## src/rtl/lcd_nibble_rx.sv

```systemverilog
// Display-side responder for the 4-bit HD44780-style LCD bus: nibble reassembly, DDRAM address, busy flag, status reads.
// Optional half-byte timeout (TIMEOUT_CYCLES, timeout_err port) is built only when LCD_RX_TIMEOUT_EN is defined.
module lcd_nibble_rx #(
    parameter int BUSY_CYCLES = 40
`ifdef LCD_RX_TIMEOUT_EN
    ,
    parameter int TIMEOUT_CYCLES = 1024
`endif
) (
    input  logic       clk,
    input  logic       rst,
    input  logic       lcd_rs,
    input  logic       lcd_rw,
    input  logic       lcd_en,
    input  logic [3:0] lcd_d_in,
    output logic [3:0] lcd_d_out,
    output logic       lcd_d_oe,
    output logic       byte_valid,
    output logic       byte_rs,
    output logic [7:0] byte_data,
    output logic       busy,
    output logic [6:0] addr,
    output logic       nibble_phase
`ifdef LCD_RX_TIMEOUT_EN
    ,
    output logic       timeout_err
`endif
);

    localparam int BUSY_W = $clog2(BUSY_CYCLES + 1);

    typedef enum logic {PH_HI = 1'b0, PH_LO = 1'b1} phase_t;

    phase_t            phase_q, phase_d;
    logic              en_q;
    logic              hold_rs, hold_rw;
    logic [3:0]        hold_d;
    logic              hi_rs, hi_rw;
    logic [3:0]        hi_d;
    logic              oe_q;
    logic [BUSY_W-1:0] busy_cnt;
    logic              fall, hi_load, byte_fire, timeout_hit;
    logic [7:0]        asm_byte;
    logic [6:0]        addr_nxt;

    // A transfer is the cycle in which enable drops; it uses values captured while enable was high.
    assign fall      = en_q & ~lcd_en;
    assign hi_load   = fall && (phase_q == PH_HI);
    assign byte_fire = fall && (phase_q == PH_LO) && !hold_rw && !hi_rw && (hold_rs == hi_rs);
    assign asm_byte  = {hi_d, hold_d};

`ifdef LCD_RX_TIMEOUT_EN
    localparam int IDLE_W = $clog2(TIMEOUT_CYCLES + 1);
    logic [IDLE_W-1:0] idle_cnt;

    // An edge arriving on the expiry cycle is processed normally and suppresses the timeout.
    assign timeout_hit = (phase_q == PH_LO) && !fall && (idle_cnt == IDLE_W'(TIMEOUT_CYCLES - 1));

    always_ff @(posedge clk or posedge rst) begin
        if (rst) begin
            idle_cnt    <= '0;
            timeout_err <= 1'b0;
        end else begin
            timeout_err <= timeout_hit;
            if ((phase_q == PH_LO) && !fall && !timeout_hit) begin
                idle_cnt <= idle_cnt + IDLE_W'(1);
            end else begin
                idle_cnt <= '0;
            end
        end
    end
`else
    assign timeout_hit = 1'b0;
`endif

    // NOTE: clocked blocks use non-blocking assignments so every flop samples pre-edge values.
    always_ff @(posedge clk or posedge rst) begin
        if (rst) begin
            phase_q <= PH_HI;
        end else begin
            phase_q <= phase_d;
        end
    end

    // NOTE: every combinational output gets a default first, so no path can infer a latch.
    always_comb begin
        phase_d = phase_q;
        case (phase_q)
            PH_HI:   if (fall) phase_d = PH_LO;
            PH_LO:   if (fall || timeout_hit) phase_d = PH_HI;
            default: phase_d = PH_HI;
        endcase
    end

    always_comb begin
        nibble_phase = (phase_q == PH_LO);
        busy         = (busy_cnt != '0);
        lcd_d_oe     = oe_q;
        lcd_d_out    = 4'h0;
        if (oe_q && !hold_rs) begin
            lcd_d_out = (phase_q == PH_HI) ? {busy_cnt != '0, addr[6:4]} : addr[3:0];
        end
    end

    always_comb begin
        addr_nxt = addr;
        if (hi_rs) begin
            addr_nxt = addr + 7'd1;
        end else if (asm_byte == 8'h01) begin
            addr_nxt = 7'd0;
        end else if (asm_byte[7]) begin
            addr_nxt = asm_byte[6:0];
        end
    end

    always_ff @(posedge clk or posedge rst) begin
        if (rst) begin
            en_q       <= 1'b0;
            oe_q       <= 1'b0;
            hold_rs    <= 1'b0;
            hold_rw    <= 1'b0;
            hold_d     <= 4'h0;
            hi_rs      <= 1'b0;
            hi_rw      <= 1'b0;
            hi_d       <= 4'h0;
            byte_valid <= 1'b0;
            byte_rs    <= 1'b0;
            byte_data  <= 8'h00;
            addr       <= 7'd0;
            busy_cnt   <= '0;
        end else begin
            en_q       <= lcd_en;
            oe_q       <= lcd_en & lcd_rw;
            byte_valid <= byte_fire;
            if (lcd_en) begin
                hold_rs <= lcd_rs;
                hold_rw <= lcd_rw;
                hold_d  <= lcd_d_in;
            end
            if (hi_load) begin
                hi_rs <= hold_rs;
                hi_rw <= hold_rw;
                hi_d  <= hold_d;
            end
            // A write accepted while busy reloads the counter rather than waiting it out.
            if (byte_fire) begin
                byte_data <= asm_byte;
                byte_rs   <= hi_rs;
                addr      <= addr_nxt;
                busy_cnt  <= BUSY_W'(BUSY_CYCLES);
            end else if (busy_cnt != '0) begin
                busy_cnt <= busy_cnt - BUSY_W'(1);
            end
        end
    end

endmodule

```

## config.mk

```make
export PLATFORM = sky130hd
export DESIGN_NAME = lcd_nibble_rx
export DESIGN_NICKNAME = d
export VERILOG_FILES = /design/src/rtl/lcd_nibble_rx.sv
export SDC_FILE = /design/constraint.sdc
export NUM_CORES = 1
export LEC_CHECK = 0
export ABC_AREA = 1
export CAP_MARGIN = 0
export CORE_ASPECT_RATIO = 1.4
export CORE_MARGIN = 3
export CORE_UTILIZATION = 30
export CTS_BUF_LIST = sky130_fd_sc_hd__clkbuf_4 sky130_fd_sc_hd__clkbuf_8 sky130_fd_sc_hd__clkbuf_16
export DETAILED_ROUTE_END_ITERATION = 8
export GPL_ROUTABILITY_DRIVEN = 0
export PLACE_DENSITY = 0.56
export REMOVE_ABC_BUFFERS = 1
export SYNTH_ARGS = -nofsm -noshare
export SYNTH_HDL_FRONTEND = slang
export SYNTH_SLANG_ARGS = --single-unit
```

## constraint.sdc

```tcl
create_clock -name clk -period 1.25 [get_ports clk]
set_input_delay 0.3125 -clock clk [delete_from_list [all_inputs] [get_ports clk]]
set_output_delay 0.3125 -clock clk [all_outputs]
set_load 0.02 [all_outputs]
```

Word-level counts from Yosys, hierarchy flattened
Index checks and enable logic that the tools add are counted.
W data, S select, Z words.
{ "word_totals": {"regBits": 38, "latch_bits": 0, "ramBits": 0, "mem_bits_ro": 0, "in_bits": 9, "out_inout_bits": 24, "memories": 0} }
{ "classes": {"addsub": 2, "multipliers": 0, "div_mod_pow": 0, "order_cmp": 0, "n_eq_ne": 2, "shifts": 0, "mux": 10, "bitwise": 4, "reduce_logical": 13} }
{ "ops": {"columns": ["cell", "n"], "rows": [
  ["$mux W7", 3],
  ["$mux W6", 2],
  ["$eq A8 B1 Y1 const B", 1],
  ["$mux W4", 2],
  ["$add A7 B1 Y7 const B", 1],
  ["$logic_and A1 B1 Y1", 6],
  ["$reduce_bool A6 Y1", 1],
  ["$sub A6 B1 Y6 const B", 1],
  ["$logic_not A1 Y1", 3],
  ["$reduce_bool A3 Y1", 1],
  ["$and A1 B1 Y1", 2],
  ["$mux W1", 2],
  ["$not A1 Y1", 2],
  ["$pmux W1 S2", 1],
  ["$reduce_and A2 Y1", 1],
  ["$reduce_bool A2 Y1", 1],
  ["$eq A1 B1 Y1", 1]
]} }

Depth between registers and ports, before layout
{ "logic_depth": {"depth_word": 7, "depth_mapped": 11, "depth_no_buf": 11} }

Worst setup path before layout
OpenSTA, ideal clock, no wires.
{ "synth_path": {"path_kind": "register to output", "startpoint": "reg busy_cnt[0]", "endpoint": "out lcd_d_out[3]", "t_arrival_ns": 1.396, "t_required_ns": 0.938, "slack_ns": -0.458, "path_stages_with_launch": 6, "path_buffers": 0, "cell_sequence": "dfrtp_1 inv_1 ha_1 nand4_2 nor2_1 a211oi_1"} }
{ "synth_via": {"elab_chain_cells": 3} }
{ "synth_rtl": {"columns": ["element", "line", "text"], "rows": [
  ["from (decl)", "41", "logic [BUSY_W-1:0] busy_cnt;"],
  ["from (signal assigned)", "150", "busy_cnt <= BUSY_W'(BUSY_CYCLES);"],
  ["from (signal assigned)", "152", "busy_cnt <= busy_cnt - BUSY_W'(1);"],
  ["$reduce_bool A6 Y1", null, null],
  ["named net busy", "21", "output logic busy,"],
  ["$mux W4", "101", "lcd_d_out = (phase_q == PH_HI) ? {busy_cnt != '0, addr[6:4]} : addr[3:0];"],
  ["$mux W4", "100", "if (oe_q && !hold_rs) begin"],
  ["to (decl)", "16", "output logic [3:0] lcd_d_out,"]
]} }
The timed path passes the listed nets, and every way through them passes these cells.

Final worst setup path
{ "layout_path": {"startpoint": "reg busy_cnt[1]", "endpoint": "out lcd_d_out[3]"} }
{ "layout_via": {"elab_chain_cells": 3} }
{ "layout_rtl": {"columns": ["element", "line"], "rows": [
  ["$reduce_bool A6 Y1", "101"],
  ["$mux W4", "101"],
  ["$mux W4", "100"]
]} }
Every way passes these cells.

==> results.py <==
metrics = {
    "status": {
        "status": "finished with violations",
        "violations": "setup timing",
    },
    "finish": {
        "drive_gt1_frac": 0.4862,
        "diodes": 0,
        "fin_area_mm2": 0.003119,
        "final_common_cell": "nand2_1",
        "final_cell_mix": "nand2_1 (62), buf_4 (44), dfrtp_1 (37), buf_6 (33), inv_1 (20)",
        "area_growth_pct": 69.48,
        "nets": 340,
    },
    "global_routing": {
        "first_global_vias": 1748,
        "grt_remaining_overflow": 0,
        "antenna_found_initial": 0,
        "grt_usage": 0.1421,
        "grt_pass1_wl_mm": 7.976,
        "grt_max_degree": 39,
    },
    "yosys": {
        "synth-edff-count": 0,
        "synthDistinctLibCells": 26,
        "avgSynthCellArea_um2": 8.144,
        "ys.flop_type": "dfrtp_1",
        "syn_area_mm2": 0.001841,
        "ys_seq_area_frac": 0.5167,
        "synth_cells": 226,
        "ys_ff_latch": 38,
        "synthArstFlopShare": 1.000,
        "yosys_warnings": 0,
    },
    "clocking": {
        "root_buffer": "clkbuf_8",
        "cts_tree": "done",
        "cts_buffers": 5,
        "cts_max_level": 2,
        "clock_latency_ns": 0.28,
        "cts_num_sinks": 38,
        "clkTransAtPathRegs_ns": 0.08,
        "cts_buffer_depth": 2,
    },
    "sta": {
        "tightestPinTransition_ns": 0.2125,
        "fmax_mhz": 600.8,
        "fin_crit_ns": 1.665,
        "fin_ws_ns": -0.4145,
        "skew_ns": 0.007015,
        "slew_headroom": 0.8569,
        "hold_viol": 0,
        "rsz0062_at_grt": "true",
        "fin_crit_sh": 1.332,
        "timing.final.max_slew_violations": 0,
        "setup_viol": 31,
    },
    "place": {
        "dp_hpwl_mm": 3.323,
        "place_worst_setup_slack_ns": -0.6383,
        "port_buffers": 32,
        "place_area_mm2": 0.002565,
    },
    "routing": {
        "wl_per_cell_um": 12.38,
        "viasPerCell": 4.436,
        "drt_iter0_markers": 81,
        "final_antenna_net_count": 0,
        "wirelength_mm": 4.913,
        "drcViolationCount": 0,
        "dr.pass1.iters": 4,
        "routed-via-count": 1761,
    },
    "critical_path": {
        "crit_arrival_ns": 1.35,
        "critPathTopFamily": "flip-flops",
        "rrSetupSlack_ns": -0.16,
        "rr_worst_depth": 9,
        "path_buf_inv": 2,
        "cp_cell_sequence": "inv_2 > ha_4 > nand4_4 > nor2_2 > a211oi_2 > buf_4",
        "crit_required_ns": 0.94,
        "slowest_stage": "dfrtp_1",
        "rr_endpoint": "busy_cnt[5]",
        "critical_path_class": "flop to output pin",
        "cp_max_fo": 2,
        "start_kind": "flop",
        "timing.rr.start": "nibble_phase",
        "startpoint": "busy_cnt[1]",
        "crit_path_max_incr_delay_ns": 0.39,
        "cp-end-kind": "output pin",
    },
    "floorplanning": {
        "dieArea_mm2": 0.007124,
        "io_pins": 33,
        "core_area_mm2": 0.005904,
        "die_y_um": 98.68,
        "dieWidth_um": 72.20,
        "num_rows": 33,
        "start_util": 0.3117,
    },
    "power": {
        "combPwrFrac": 0.530,
        "clockPowerShare": 0.144,
        "ir_drop_mv": 0.8575,
        "power_mw": 5.953,
        "power_switching_share": 0.3844,
        "p_int_mw": 3.664,
        "power_switching_mw": 2.288,
        "power_leakage_nw": 1.582,
        "seq_power_share": 0.325,
        "power_density_mw_per_mm2": 1908,
    },
    "run": {
        "max-cap-violations": 0,
    },
    "hold_path": {
        "hold_path.class": "primary input to asynchronous set/reset pin",
    },
}
worst max path at each step:
stage,cells after the start,end
after floorplan,5,lcd_d_out[3]
after global placement,6,lcd_d_out[3]
after detailed placement,6,lcd_d_out[3]
after CTS,6,lcd_d_out[3]
after global routing,6,lcd_d_out[3]
final,6,lcd_d_out[3]
synthesized netlist by cell type (2+ instances only):
cell,instances,area share
nand2_1,80,0.16
or2_2,2,0.0068
inv_2,2,0.0041
nor2_1,14,0.029
a21oi_1,3,0.0082
clkbuf_1,2,0.0041
dfrtp_1,38,0.52
a211oi_1,2,0.0082
ha_1,5,0.034
o21ai_1,2,0.0054
o21bai_1,2,0.0082
o21ai_0,23,0.063
inv_4,2,0.0068
nand3_1,13,0.035
nand2_2,2,0.0068
inv_1,24,0.049
routing by layer:
layer  share of wire  up-vias  global-route usage
met5               0        -                   0
met3           0.020        4             0.02245
met4           0.019        0             0.06223
li1                -      908                   -
met2            0.56       19              0.2526
met1            0.40      830              0.1642
worst min-delay path: cells and delay by family:
kind,cells,cell delay (ns)
buffers and inverters,3,0.72
area by class of cell:
type	instances	area, um2
Sequential cell	38	952.2
Timing Repair Buffer	98	892.1
Fill cell	558	2785
Multi-Input combinational cell	155	974.7
Inverter	28	117.6
Tap cell	70	87.58
Clock inverter	2	12.51
Clock buffer	6	82.58
repair_timing:
action,in CTS,in global routing
resized for setup,184,51
hold buffers,0,0
endpoints found under the setup margin,53,45
pin swaps,14,18
gates cloned,1,0
buffers inserted,18,13
power by group through the flow:
| stage | Clock [mW] | Sequential [mW] | Combinational [mW] |
|---|---|---|---|
| floorplan | 0 | 2.16 | 0.883 |
| global placement | 0 | 1.90 | 2.39 |
| detailed placement | 0 | 1.90 | 2.42 |
| CTS | 0.899 | 1.93 | 2.87 |
| global route | 0.948 | 1.99 | 3.45 |
| finish | 0.860 | 1.94 | 3.16 |
cells by family after synthesis:
| family | after synthesis | share of synthesized area |
|---|---|---|
| AO/OA/AOI/OAI | 33 | 0.09653 |
| XOR/XNOR | 1 | 0.004760 |
| adder cells (fa/ha/maj) | 5 | 0.03399 |
| buffers and inverters | 33 | 0.07682 |
| flip-flops | 38 | 0.5167 |
| AND/OR/NAND/NOR | 116 | 0.2712 |
flip-flops by register name (all words and copies together), names as in the netlist:
signal        cells
byte_data         8
addr              7
busy_cnt          6
hi_d              4
hold_d            4
byte_rs           1
byte_valid        1
en_q              1
hi_rs             1
hi_rw             1
hold_rs           1
hold_rw           1
lcd_d_oe          1
nibble_phase      1
metrics by stage:
| stage | cells | setup TNS (ns) | hold slack (ns) | util |
|---|---|---|---|---|
| final | 397 | -4.067 | 0.3802 | 0.5283 |
| after global routing | 397 | -5.977 | 0.4266 | 0.5283 |
| after CTS | 391 | -6.869 | 0.3804 | 0.5058 |
| after detailed placement | 366 | -18.93 | 0.4697 | 0.4344 |
| after global placement | 366 | -18.69 | 0.4603 | 0.4344 |
| after floorplan | 221 | -4.577 | 0.3439 | - |
(Power assumes the default switching activity.)
